`src/rtl/enable_signals_organizer.sv`:
```
// Conditions asynchronous read/write level requests into single-cycle strobes,
// with the write data word synchronized and captured alongside the write strobe.
module enable_signals_organizer #(
    parameter int BIT_DEPTH   = 8,
    parameter int SYNC_STAGES = 2
) (
    input  logic                 clk,
    input  logic                 rst,
    input  logic                 enable_read,
    input  logic                 enable_write,
    input  logic [BIT_DEPTH-1:0] value_to_write,
    output logic                 synchr_enable_read,
    output logic                 synchr_enable_write,
    output logic [BIT_DEPTH-1:0] synchr_to_write
);

    localparam int LAST = SYNC_STAGES - 1;

    logic [SYNC_STAGES-1:0]                rd_sync_q, rd_sync_d;
    logic [SYNC_STAGES-1:0]                wr_sync_q, wr_sync_d;
    logic [SYNC_STAGES-1:0][BIT_DEPTH-1:0] data_sync_q, data_sync_d;
    logic                                  rd_prev_q, rd_prev_d;
    logic                                  wr_prev_q, wr_prev_d;
    logic                                  rd_strobe_q, rd_strobe_d;
    logic                                  wr_strobe_q, wr_strobe_d;
    logic [BIT_DEPTH-1:0]                  wr_data_q, wr_data_d;

    always_comb begin
        rd_sync_d   = {rd_sync_q[SYNC_STAGES-2:0], enable_read};
        wr_sync_d   = {wr_sync_q[SYNC_STAGES-2:0], enable_write};
        data_sync_d = data_sync_q;
        data_sync_d[0] = value_to_write;
        for (int i = 1; i < SYNC_STAGES; i++) begin
            data_sync_d[i] = data_sync_q[i-1];
        end

        rd_prev_d   = rd_sync_q[LAST];
        wr_prev_d   = wr_sync_q[LAST];
        rd_strobe_d = rd_sync_q[LAST] & ~rd_prev_q;
        wr_strobe_d = wr_sync_q[LAST] & ~wr_prev_q;

        // The data word travels through its own chain, so it lines up with the
        // enable sample that produced this strobe.
        wr_data_d = wr_strobe_d ? data_sync_q[LAST] : wr_data_q;
    end

    always_ff @(posedge clk) begin
        if (!rst) begin
            rd_sync_q   <= '0;
            wr_sync_q   <= '0;
            data_sync_q <= '0;
            rd_prev_q   <= 1'b0;
            wr_prev_q   <= 1'b0;
            rd_strobe_q <= 1'b0;
            wr_strobe_q <= 1'b0;
            wr_data_q   <= '0;
        end else begin
            rd_sync_q   <= rd_sync_d;
            wr_sync_q   <= wr_sync_d;
            data_sync_q <= data_sync_d;
            rd_prev_q   <= rd_prev_d;
            wr_prev_q   <= wr_prev_d;
            rd_strobe_q <= rd_strobe_d;
            wr_strobe_q <= wr_strobe_d;
            wr_data_q   <= wr_data_d;
        end
    end

    assign synchr_enable_read  = rd_strobe_q;
    assign synchr_enable_write = wr_strobe_q;
    assign synchr_to_write     = wr_data_q;

endmodule

```
`config.mk`:
```
export PLATFORM = sky130hd
export DESIGN_NAME = enable_signals_organizer
export DESIGN_NICKNAME = d
export VERILOG_FILES = /design/src/rtl/enable_signals_organizer.sv
export SDC_FILE = /design/constraint.sdc
export NUM_CORES = 1
export LEC_CHECK = 0
export CORE_MARGIN = 2
export CORE_UTILIZATION = 40
export DETAILED_ROUTE_END_ITERATION = 10
export PLACE_DENSITY_LB_ADDON = 0.3
export SLEW_MARGIN = 30
export SYNTH_ARGS = -nofsm -noshare
export SYNTH_HDL_FRONTEND = slang
export SYNTH_SLANG_ARGS = --single-unit
export TNS_END_PERCENT = 1
```
`constraint.sdc`:
```
create_clock -name clk -period 0.8 [get_ports clk]
set_input_delay 0.2 -clock clk [delete_from_list [all_inputs] [get_ports clk]]
set_output_delay 0.2 -clock clk [all_outputs]
set_load 0.02 [all_outputs]
```
==> key figures, run 1 <==
Drt
  – Final ANT Viol Nets: 0
  – Drt drc: 0
  – WL/cell: 9.379 um
  – Vias: roughly 650
  – Routed WL: 1.435 mm
  – Vias per cell: 4.242
  – Pre-antenna DRT Iters: 2
  – DRT iter0 DRCs: 3

Job
  – # Max-Cap Violations: 0

Critical path
  – Crit. End Element: output pin
  – CP top delay family: flip-flops
  – CP max stage delay: 0.35 ns
  – Critical path's slowest cell: dfxtp_2
  – Crit Path Max Fanout: 2
  – Startpoint Class: flop
  – Critical Path RT: 0.60 ns
  – WP data arrival: roughly 0.78 ns
  – Crit path kind: flop to output pin
  – Critical path buffers and inverters: 1
  – CP Cell Sequence: buf_6

Power and ir drop
  – Pwr dens: roughly 2000 mW/mm2
  – Peak VDD IR: 0.001401 V
  – Overall power: about 2.8 mW
  – Leak: 0.5997 nW

Floorplan
  – Die H: 53.43 um
  – DIE AREA: 0.002854 mm2
  – Site Rows: 17
  – Starting Density: 43.34%
  – Core area: 0.002255 mm2
  – Die width: 53.43 um
  – Ports: 22

Synth
  – Largest family of logic cells by synthesized area: simple AND/OR/NAND/NOR gates
  – #FFs+latches synth: 32
  – Synthesized area per cell: 11.36 um2
  – Most frequent cells after synthesis: 32 x dfxtp_1, 22 x and2_1, 16 x nand2_1
  – Ys flop type: dfxtp_1
  – Synth top area share: 65.56%
  – Synth area leaders: dfxtp_1 66%, and2_1 14%, mux2i_1 8.2%
  – Asr flop ratio synth: 0%
  – Post-synth EDFFs: 0
  – Post-synthesis simple-gate area fraction: 22.15%
  – Post-synthesis xor/xnor area fraction: 0%
  – Syn_nets: 98
  – Synth area leader: dfxtp_1
  – Register area share after synthesis: roughly two thirds
  – Yosys warning count: 0
  – Post-synthesis mux area share: between 8 and 9%
  – Synth Area in Compound Gates: 0%
  – Distinct cells, synth: 8
  – Mapped Cells: 86
  – Top-count cell post-synth: dfxtp_1
  – Cell Area, Synth: 977.2 um2
  – Post-Synth Adder-Cell Area: 0%

Clocking
  – CTS Buf Count: 5
  – Clk_lat worst skew: 0.32 ns
  – Clock Pin Slew Worst Setup and Hold Paths: 0.09 ns
  – Htree depth: 2
  – CTS tree: built
  – Clk sinks: 32
  – Longest Clk Path Bufs: 2
  – Root Buffer: clkbuf_4

Placement
  – PortBufs: 21
  – Gpl congestion: 0.6314
  – Worst slack, placed: -0.4669 ns

STA
  – Clock Skews: 0.009180 ns
  – Period utilization: 122.7%
  – Setup_tns: -2.240 ns
  – Final hold violations: 0
  – Fin worst setup slack: -0.1820 ns
  – Slew Limit Fails: 0
  – RSZ-0062 raised after global routing: yes
  – Slew of the pin with the lowest slew margin: 0.2659 ns
  – Max frequency: 1018 MHz
  – Min Clock Period, post-route: 0.9820 ns
  – Final setup viols: 18
  – Slew headroom: 82.27%

Global routing
  – Total track usage: 12.79%
  – Vias in the first global route: between 600 and 700
  – Initial antenna violation count: 0
  – GRT overflow: 0
  – Largest net degree at the start of global routing: 23
  – First-pass GRT wire length: 2.366 mm

Min path
  – Hold Crit Class: flop to flop

Layout
  – Final nets: 136
  – Layout cell share with drive strength beyond 1: 34.40%
  – Final Util: 62.38%
  – Synth-to-layout area growth: 43.92%
  – Antenna Cells: 0
  – Fill count: 211

Status
  – Failing checks: negative setup slack
  – Outcome: complete, but fails checks
## state kept, by name (all words and copies together), names as in the netlist
register and flops:
data_sync_d 8, data_sync_q 8, rd_prev_q 1, rd_sync_q 2
synchr_enable_read 1, synchr_enable_write 1, synchr_to_write 8, wr_prev_q 1
wr_sync_q 2
## metrics by stage
stage                     instances  cell area, um2  hold slack, ns
after detailed placement        141            1277          0.3721
after CTS                       151            1376          0.3752
after global routing            153            1406          0.3847
after floorplan                  86           977.2          0.3217
final                           153            1406          0.3787
after global placement          141            1277          0.3745
## cell type report
class | count | area (um2) | share of cell area, %
clock buffer | 8 | 58.81 | 4.181
multi-input combinational | 49 | 304.0 | 21.62
sequential | 32 | 654.4 | 46.53
tap | 28 | 35.03 | 2.491
timing repair buffer | 36 | 354.1 | 25.18
## path summary, 6_finish.rpt
check / from / end / slack [ns] / cells after the start
worst max-delay path: synchr_to_write[0] / synchr_to_write[0] / -0.18 / 1
worst min-delay path: rd_prev_q / synchr_enable_read / 0.38 / 1
worst max register to register: wr_sync_q[1] / synchr_to_write[3] / -0.08 / 3
worst min register to register: rd_prev_q / synchr_enable_read / 0.38 / 1
## cell families (layout without fill, tap and decap cells)
group / count (synthesis) / in the layout
simple gates: 41 / 41
flops: 32 / 32
mux: 8 / 8
buf+inv: 5 / 44
## repair_timing
| action | 4_1_cts | 5_1_grt |
|---|---|---|
| gates cloned | 0 | 0 |
| setup buffers | 2 | 2 |
| pin swaps | 0 | 0 |
| resized for setup | 72 | 4 |
| hold buffers | 0 | 0 |
| setup endpoints to repair | 37 | 18 |
## cell usage in the layout, fill, tap and decap left out
master / instances
nor2b_4: 1
nor2b_1: 2
mux2i_1: 8
dfxtp_2: 11
clkdlybuf4s50_1: 10
clkbuf_1: 2
nand2_1: 16
buf_8: 1
and2_1: 22
clkbuf_8: 1
dlygate4sd2_1: 1
buf_6: 10
dfxtp_1: 21
buf_4: 13
clkbuf_4: 5
buf_12: 1
## layer usage
| layer | up-vias | GRT usage, % | part of all wire, % | routed length [um] |
|---|---|---|---|---|
| met5 | - | 0 | 0 | 0 |
| met3 | 5 | 7.627 | 7.2 | 104 |
| met2 | 22 | 19.96 | 46 | 665 |
| met4 | 0 | 8.974 | 2.9 | 42 |
| met1 | 282 | 12.39 | 43 | 622 |
| li1 | 340 | - | - | - |
## where the power goes
part	internal, mW	leakage (nW)	switching (mW)
combinational	0.120	0.299	0.0643
sequential	1.65	0.268	0.0158
clock	0.433	0.0326	0.489
total	2.20	0.600	0.569
Power figures use the tool's default switching activity.
==> run 2: changes to the inputs <==
--- a/config.mk
+++ b/config.mk
@@ -9,6 +9,7 @@
 export CORE_UTILIZATION = 40
 export DETAILED_ROUTE_END_ITERATION = 10
 export PLACE_DENSITY_LB_ADDON = 0.3
+export REMOVE_ABC_BUFFERS = 1
 export SLEW_MARGIN = 30
 export SYNTH_ARGS = -nofsm -noshare
 export SYNTH_HDL_FRONTEND = slang
==> run 2 against run 1 <==
The flow still finishes with violations (negative setup slack). Sequential cell count is the same. Register-to-register slack is essentially flat. Clock power grew 28%. Die area is the same. Power grew 9.0%. Non-clock buffer count shrank 8. Cell area shrank 3.6%. Final cell count shrank 5.2%. Count of clock-buffer cells in the layout shrank 3. Setup slack lost 0.014 ns.
==> key figures, run 2 (synthesized netlist as in run 1, its figures left out) <==
Status
  – Outcome: complete, but fails checks
  – Failing checks: negative setup slack

STA
  – Final hold violations: 0 (unchanged)
  – Slew Limit Fails: 0 (unchanged)
  – Max frequency: 1004 MHz (-1.4%)
  – Final setup viols: 18 (unchanged)
  – Clock Skews: 0.008500 ns (-0.0006792 ns)
  – Min Clock Period, post-route: 0.9963 ns (+0.01434 ns)
  – Period utilization: 124.5% (+1.8 points)
  – RSZ-0062 raised after global routing: yes
  – Slew of the pin with the lowest slew margin: 0.1245 ns (-0.1414 ns)
  – Slew headroom: 91.46% (+9.2 points)
  – Fin worst setup slack: -0.1963 ns (-0.01434 ns)
  – Setup_tns: -2.286 ns (-0.04535 ns)

Placement
  – Hpwl dp: 972.4 um
  – PortBufs: 21 (unchanged)
  – Worst slack, placed: -0.4989 ns (-0.03192 ns)
  – Gpl congestion: 0.6508 (+3.1%)

Power and ir drop
  – Peak VDD IR: 0.001600 V (+14%)
  – Leak: 0.5602 nW (-6.6%)
  – Pwr dens: 2229 mW/mm2 (+13%)

Clocking
  – Htree depth: 2 (unchanged)
  – Clk sinks: 32 (unchanged)
  – Clock Pin Slew Worst Setup and Hold Paths: 0.10 ns (about the same)
  – Postcts setup bufs: 0 (-2)
  – Clk_lat worst skew: 0.33 ns (about the same)
  – Longest Clk Path Bufs: 2 (unchanged)
  – Root Buffer: clkbuf_4
  – CTS Buf Count: 5 (unchanged)
  – CTS tree: built

Critical path
  – Flop-to-flop setup slack: -0.09 ns (about the same)
  – Instance count on the critical path: 1 (unchanged)
  – Worst Reg2Reg Path Length in Cells: 3 (unchanged)
  – Crit path kind: flop to output pin
  – Critical Path Sink: synchr_to_write[6]
  – Critical path's slowest cell: dfxtp_2
  – Startpoint Class: flop
  – Crit. End Element: output pin
  – Critical Path RT: 0.60 ns (about the same)
  – CP max stage delay: 0.36 ns (about the same)
  – Worst R2R End: synchr_to_write[1]
  – WP data arrival: 0.80 ns (+0.02 ns)
  – CP top delay family: flip-flops
  – CP Cell Sequence: buf_6
  – Critical Path Start: synchr_to_write[6]
  – R2R Path Start: wr_sync_q[1]
  – Critical path buffers and inverters: 1 (unchanged)
  – Crit Path Max Fanout: 2 (unchanged)

Global routing
  – Total track usage: 13.00% (+0.21 points)
  – Initial antenna violation count: 0 (unchanged)
  – First-pass GRT wire length: 2.435 mm (+2.9%)
  – GRT overflow: 0 (unchanged)
  – Vias in the first global route: 608 (+0.83%)
  – Largest net degree at the start of global routing: 25 (+8.7%)

Drt
  – WL/cell: 9.952 um (+6.1%)
  – Final ANT Viol Nets: 0 (unchanged)
  – DRT iter0 DRCs: 5 (+2)
  – Vias: 622 (-4.2%)
  – Routed WL: 1.443 mm (+0.56%)
  – Vias per cell: 4.290 (+1.1%)
  – Pre-antenna DRT Iters: 4 (+2)
  – Drt drc: 0 (unchanged)

Floorplan
  – Starting Density: 43.34% (unchanged)
  – Site Rows: 17 (unchanged)
  – DIE AREA: 0.002854 mm2 (unchanged)
  – Die width: 53.43 um (unchanged)
  – Die H: 53.43 um (unchanged)
  – Core area: 0.002255 mm2 (unchanged)
  – Ports: 22 (unchanged)

Layout
  – Final nets: 128 (-5.9%)
  – Most frequent cells in the layout: 22 x and2_1, 21 x dfxtp_1, 16 x nand2_1
  – Layout cell share with drive strength beyond 1: 31.62% (-2.8 points)
  – Synth-to-layout area growth: 38.67%
  – Antenna Cells: 0 (unchanged)
  – Commonest non-fill, non-tap cell in the layout: and2_1

Job
  – # Max-Cap Violations: 0 (unchanged)

Min path
  – Hold Crit Class: primary input to flop
==> run 2: worst min-delay path by stage <==
stage	start	to	slack (ns)	depth (start not counted)
after floorplan	rst	data_sync_d[10]	0.32	1
after global placement	rd_prev_q	synchr_enable_read	0.37	1
after detailed placement	rd_prev_q	synchr_enable_read	0.37	1
after CTS	rst	rd_sync_q[1]	0.30	2
after global routing	rst	rd_sync_q[1]	0.31	2
final	rst	rd_sync_q[1]	0.31	2
==> run 2: timing repair <==
| item | in CTS | in global routing |
|---|---|---|
| hold buffers | 0 | 0 |
| resized for setup | 70 | 6 |
| setup endpoints to repair | 33 | 18 |
==> run 2: where the power goes <==
| group | internal (mW) | switching [mW] | leakage (nW) |
|---|---|---|---|
| Combinational | 0.110 | 0.0627 | 0.251 |
| Sequential | 1.65 | 0.0162 | 0.268 |
| Clock | 0.651 | 0.530 | 0.0412 |
| Total | 2.41 | 0.609 | 0.560 |
==> run 2: metal layers <==
layer,GRT usage (%),wire length (um),up-vias
met5,0,0,-
met4,8.974,27,0
met3,6.780,77,2
met2,20.78,762,15
met1,12.85,575,285
li1,-,-,320
==> run 2: layout make-up <==
type                       count  area, um2
timing repair buffer          28      281.5
clock buffer                   5      37.54
multi-input combinational     49      304.0
clock inverter                 3      42.54
fill                         206      899.6
tap                           28      35.03
sequential                    32      654.4
==> run 2: metrics by stage <==
step                      cells  utilization, %  hold slack [ns]  total power [mW]  cell area (um2)
after global placement      137           54.77           0.3721             1.862             1235
after floorplan              81               -           0.3217             1.757            937.1
after global routing        145           60.10           0.3098             3.162             1355
after detailed placement    137           54.77           0.3750             1.869             1235
final                       145           60.10           0.3090             3.021             1355
after CTS                   145           59.38           0.3011             3.062             1339
